<file path="src/rtl/tpg_pkg.sv">
// Shared definitions for the burst test-pattern generator: pattern modes,
// FSM states, seed words and the per-width Galois LFSR taps.
package tpg_pkg;

    typedef enum logic [1:0] {
        MODE_COUNT = 2'd0,
        MODE_LFSR  = 2'd1,
        MODE_WALK1 = 2'd2,
        MODE_ALT   = 2'd3
    } tpg_mode_e;

    typedef enum logic {
        ST_IDLE = 1'b0,
        ST_RUN  = 1'b1
    } tpg_state_e;

    // Seeds are kept at full 64-bit width and truncated to DATA_W where used.
    localparam logic [63:0] SEED_COUNT = 64'h0000_0000_0000_0000;
    localparam logic [63:0] SEED_LFSR  = 64'hFFFF_FFFF_FFFF_FFFF;
    localparam logic [63:0] SEED_WALK1 = 64'h0000_0000_0000_0001;
    localparam logic [63:0] SEED_ALT   = 64'hAAAA_AAAA_AAAA_AAAA;

    function automatic logic [63:0] lfsr_taps(input int width);
        case (width)
            8:       return 64'h0000_0000_0000_00B8;
            16:      return 64'h0000_0000_0000_B400;
            64:      return 64'hD800_0000_0000_0000;
            default: return 64'h0000_0000_8020_0003;
        endcase
    endfunction

endpackage

</file>
<file path="src/rtl/tpg_pattern_core.sv">
// Pattern register for the burst generator: reloads the mode seed when a burst
// starts in a different mode than the previous one, and steps on each accept.
module tpg_pattern_core
    import tpg_pkg::*;
#(
    parameter int DATA_W = 32
) (
    input  logic              clk_in,
    input  logic              rst_in,
    input  logic              load_in,
    input  logic              advance_in,
    input  tpg_mode_e         mode_in,
    output logic [DATA_W-1:0] data_out
);

    localparam logic [63:0]       TAPS_FULL  = lfsr_taps(DATA_W);
    localparam logic [DATA_W-1:0] TAPS       = TAPS_FULL[DATA_W-1:0];
    localparam logic [DATA_W-1:0] SEED_CNT_W = SEED_COUNT[DATA_W-1:0];
    localparam logic [DATA_W-1:0] SEED_LFS_W = SEED_LFSR[DATA_W-1:0];
    localparam logic [DATA_W-1:0] SEED_WLK_W = SEED_WALK1[DATA_W-1:0];
    localparam logic [DATA_W-1:0] SEED_ALT_W = SEED_ALT[DATA_W-1:0];

    logic [DATA_W-1:0] pat_q, pat_d;
    logic [DATA_W-1:0] seed;
    tpg_mode_e         mode_q, mode_d;

    always_comb begin
        seed = SEED_CNT_W;
        case (mode_in)
            MODE_COUNT: seed = SEED_CNT_W;
            MODE_LFSR:  seed = SEED_LFS_W;
            MODE_WALK1: seed = SEED_WLK_W;
            MODE_ALT:   seed = SEED_ALT_W;
            default:    seed = SEED_CNT_W;
        endcase
    end

    // mode_q is both the latched mode of the running burst and the
    // "previous mode" compared against at the next burst start.
    always_comb begin
        pat_d  = pat_q;
        mode_d = mode_q;
        if (load_in) begin
            mode_d = mode_in;
            if (mode_in != mode_q) begin
                pat_d = seed;
            end
        end else if (advance_in) begin
            case (mode_q)
                MODE_COUNT: pat_d = pat_q + DATA_W'(1);
                MODE_LFSR:  pat_d = (pat_q >> 1) ^ (pat_q[0] ? TAPS : '0);
                MODE_WALK1: pat_d = {pat_q[DATA_W-2:0], pat_q[DATA_W-1]};
                MODE_ALT:   pat_d = ~pat_q;
                default:    pat_d = pat_q;
            endcase
        end
    end

    always_ff @(posedge clk_in) begin
        if (rst_in) begin
            pat_q  <= '0;
            mode_q <= MODE_COUNT;
        end else begin
            pat_q  <= pat_d;
            mode_q <= mode_d;
        end
    end

    assign data_out = pat_q;

endmodule

</file>
<file path="src/rtl/tpg_burst_gen.sv">
// Triggered burst / continuous test-pattern source with valid/ready output,
// beat counter, sticky stop request and a one-cycle done pulse.
module tpg_burst_gen
    import tpg_pkg::*;
#(
    parameter int DATA_W = 32,
    parameter int LEN_W  = 16
) (
    input  logic              clk_in,
    input  logic              rst_in,
    input  logic              trigger_in,
    input  logic [1:0]        mode_in,
    input  logic [LEN_W-1:0]  burst_len_in,
    input  logic              stop_in,
    input  logic              ready_in,
    output logic [DATA_W-1:0] data_out,
    output logic              valid_out,
    output logic              busy_out,
    output logic              done_out
);

    tpg_state_e        state_q, state_d;
    logic [LEN_W-1:0]  count_q, count_d;
    logic              stop_q, stop_d;
    logic              done_q, done_d;
    logic              load;
    logic              accept;
    logic              last_beat;

    // A count of zero means continuous: it is never decremented and never
    // matches the final-beat value of one.
    always_comb begin
        state_d   = state_q;
        count_d   = count_q;
        stop_d    = stop_q;
        done_d    = 1'b0;
        load      = 1'b0;
        accept    = (state_q == ST_RUN) && ready_in;
        last_beat = (count_q == LEN_W'(1)) || stop_in || stop_q;
        case (state_q)
            ST_IDLE: begin
                if (trigger_in) begin
                    state_d = ST_RUN;
                    load    = 1'b1;
                    count_d = burst_len_in;
                    stop_d  = 1'b0;
                end
            end
            ST_RUN: begin
                if (accept && last_beat) begin
                    state_d = ST_IDLE;
                    done_d  = 1'b1;
                    stop_d  = 1'b0;
                end else begin
                    if (accept && (count_q != '0)) begin
                        count_d = count_q - LEN_W'(1);
                    end
                    if (stop_in) begin
                        stop_d = 1'b1;
                    end
                end
            end
            default: state_d = ST_IDLE;
        endcase
    end

    always_ff @(posedge clk_in) begin
        if (rst_in) begin
            state_q <= ST_IDLE;
            count_q <= '0;
            stop_q  <= 1'b0;
            done_q  <= 1'b0;
        end else begin
            state_q <= state_d;
            count_q <= count_d;
            stop_q  <= stop_d;
            done_q  <= done_d;
        end
    end

    tpg_pattern_core #(
        .DATA_W (DATA_W)
    ) u_core (
        .clk_in     (clk_in),
        .rst_in     (rst_in),
        .load_in    (load),
        .advance_in (accept),
        .mode_in    (tpg_mode_e'(mode_in)),
        .data_out   (data_out)
    );

    assign valid_out = (state_q == ST_RUN);
    assign busy_out  = (state_q == ST_RUN);
    assign done_out  = done_q;

endmodule

</file>
<file path="config.mk">
export PLATFORM = sky130hd
export DESIGN_NAME = tpg_burst_gen
export DESIGN_NICKNAME = d
export VERILOG_FILES = /design/src/rtl/tpg_pkg.sv /design/src/rtl/tpg_pattern_core.sv /design/src/rtl/tpg_burst_gen.sv
export SDC_FILE = /design/constraint.sdc
export NUM_CORES = 1
export LEC_CHECK = 0
export BUFFER_PORTS_ARGS = -buffer_cell sky130_fd_sc_hd__buf_2
export CORE_ASPECT_RATIO = 0.5
export CORE_MARGIN = 5
export CORE_UTILIZATION = 35
export DETAILED_ROUTE_END_ITERATION = 16
export PLACE_DENSITY_LB_ADDON = 0.1
export REMOVE_ABC_BUFFERS = 1
export SETUP_SLACK_MARGIN = 0.15
export SKIP_CTS_REPAIR_TIMING = 1
export SLEW_MARGIN = 20
export SYNTH_ARGS = -nofsm -noshare
export SYNTH_HDL_FRONTEND = slang
export SYNTH_SLANG_ARGS = --single-unit
</file>
<file path="constraint.sdc">
create_clock -name clk_in -period 1.9 [get_ports clk_in]
set_input_delay 0.095 -clock clk_in [delete_from_list [all_inputs] [get_ports clk_in]]
set_output_delay 0.095 -clock clk_in [all_outputs]
set_load 0.01 [all_outputs]
</file>
==> impl_metrics.tcl <==
set metrics [dict create \
    start_util_pct 36.0 \
    rows 28 \
    max_slew_margin_pct 69.5 \
    fillers 1146 \
    synth-edff-count 0 \
    synth-warning-count 0 \
    wire_per_inst_um 17.6 \
    tritoncts "done" \
    dp_cells 838 \
    drt_wl_total_mm 15.2 \
    cts_made_buffers 5 \
    path_clk_slew_ns 0.08 \
    synth.cell_area_um2 4270 \
    ys_types 71 \
    async_reset_ff_share_pct 0 \
    instances_no_fill 867 \
    fp.dieH_um 88.1 \
    drt_iter0_markers 308 \
    yosysSeqAreaShare_pct 24.8 \
    rsz0062_at_grt "true" \
    clk_path_buf_depth 2 \
    hpwl_mm 10.6 \
    final_common_cell "buf_4" \
    startpoint_type "register" \
    min_path_cells 3 \
    finalHoldViolCount 0 \
    antenna_left 0 \
    dr.pass1.iters 4 \
    netlist_instances 566 \
    critPathRequiredTime_ns 2.15 \
    pre_cts_ws_ns -0.0500 \
    io_pins 58 \
    setup_viol_count_final 0 \
    portBuffers 57 \
    setup_ws_ns 0.0282 \
    clock.fmax_mhz 534 \
    dieArea_um2 14700 \
    p_leak_uw 0.00251 \
    grt_pass1_wl_mm 23.8 \
    final.setup_skew_ns 0.00541 \
    clock_latency_ns 0.30 \
    num_vias 4943 \
    fin_crit_ns 1.87 \
    ir_worst_vdd_mv 0.426 \
    die_w_um 166 \
    clock_sinks 53 \
    grt_pass1_vias 4416 \
    post-route-period-util_pct 98.5 \
    slew_viol_final 0 \
    power.total_uw 4250 \
    power_density_nw_per_um2 686 \
    core-area_um2 11900 \
    avgSynthCellArea_um2 7.55 \
    layout_common_cells "96 x buf_4, 57 x buf_2, 43 x nor2_1, 39 x nand2_1, 39 x o21ai_0" \
    area_growth_pct 45.0 \
    min_path_type "in2reg" \
    finalCoreUtilization_pct 52.2 \
    ys.flop_type "dfxtp_1" \
    r2r_cells 5 \
    drc 0 \
    critPathKind "reg2reg" \
    ys_ff_latch 53 \
    status "completed" \
    grt_max_degree 45 \
    final_nets 730 \
    grt_util_all_layers_pct 19.8 \
    crit_path_max_fanout 2 \
    drive_gt1_share_pct 42.2 \
    post_drt_via_cell_ratio 5.70 \
    arrival_ns 2.12 \
    gp_congestion 0.838 \
    htree_levels 2 \
    diodes 0 \
    cp-end-kind "register" \
    grt_overflow 0 \
    cts_root_buffer "clkbuf_16" \
    antenna_found_initial 0 \
    maxCapViolations 0 \
    tightest_slew_ns 0.452 \
]
[per-stage QoR]
stage | TNS [ns] | hold slack (ns) | area (um2)
2_1_floorplan | -51.89 | 0.164 | 4040
3_3_place_gp | -0.0239 | 0.377 | 5300
3_5_place_dp | -0.0800 | 0.388 | 5300
4_1_cts | -0.221 | 0.0667 | 5470
5_1_grt | -0.0308 | 0.0852 | 6200
6_report | 0 | 0.0699 | 6200
[where the power goes]
group          leakage, uW  internal, uW  switching [uW]
clock network    0.0000810           628             477
logic              0.00198           806             967
registers         0.000446          1240             134
total              0.00251          2670            1580
[layout make-up]
class,count,area [um2],share of cell area (%)
Tap cell,165,206,3.33
Sequential cell,53,1100,17.8
Timing Repair Buffer,173,1270,20.6
Clock inverter,2,38.8,0.626
Multi-Input combinational cell,444,3350,54.1
Clock buffer,6,129,2.08
Inverter,24,96.3,1.55
[per-layer routing]
layer,GRT usage [%],share of wire [%],up-vias
li1,-,-,2411
met1,28.5,49,2354
met2,31.3,44,162
met3,3.92,6.2,16
met4,3.64,0.79,0
met5,0,0,-
[path summary, 6_finish.rpt]
check,start,endpoint,slack [ns]
max,u_core.data_out[19]$_SDFFE_PP0P_,u_core.data_out[24]$_SDFFE_PP0P_,0.03
min,mode_in[1],u_core.mode_q[1]$_SDFFE_PP0P_,0.07
max reg2reg,u_core.data_out[19]$_SDFFE_PP0P_,u_core.data_out[24]$_SDFFE_PP0P_,0.03
min reg2reg,stop_q$_SDFFE_PP0P_,stop_q$_SDFFE_PP0P_,0.48
[cell families after synthesis]
family                   synth area share, %
AO/OA/AOI/OAI                           31.5
XOR/XNOR                                3.69
adder cells (fa/ha/maj)                 1.76
buffers and inverters                   7.58
flip-flops                              24.8
multiplexers                            3.48
AND/OR/NAND/NOR                         27.1
[critical path, cell delays in order (launching register included)]
cell and delay, ns:
dfxtp_2 0.36, nand4_4 0.12, or4_4 0.53, or4_4 0.52
a21oi_2 0.13, o221a_1 0.17
[synth_stat cells, drive strengths merged, types with 16 or more instances]
cell     n  area (um2)
dfxtp   53        1060
clkbuf  28         135
a211oi  24         180
nor2    45         169
a21oi   41         205
o21ai   49         245
inv     23        86.3
nand2   41         154
nor2b   24         150
buf     16        86.3
[registers in the layout, summed over array words and instances, names as in the netlist]
name,flops
busy_out,1
u_core.mode_q,2
stop_q,1
done_out,1
count_q,16
u_core.data_out,32
No activity file was read; power rests on OpenSTA's default activity.
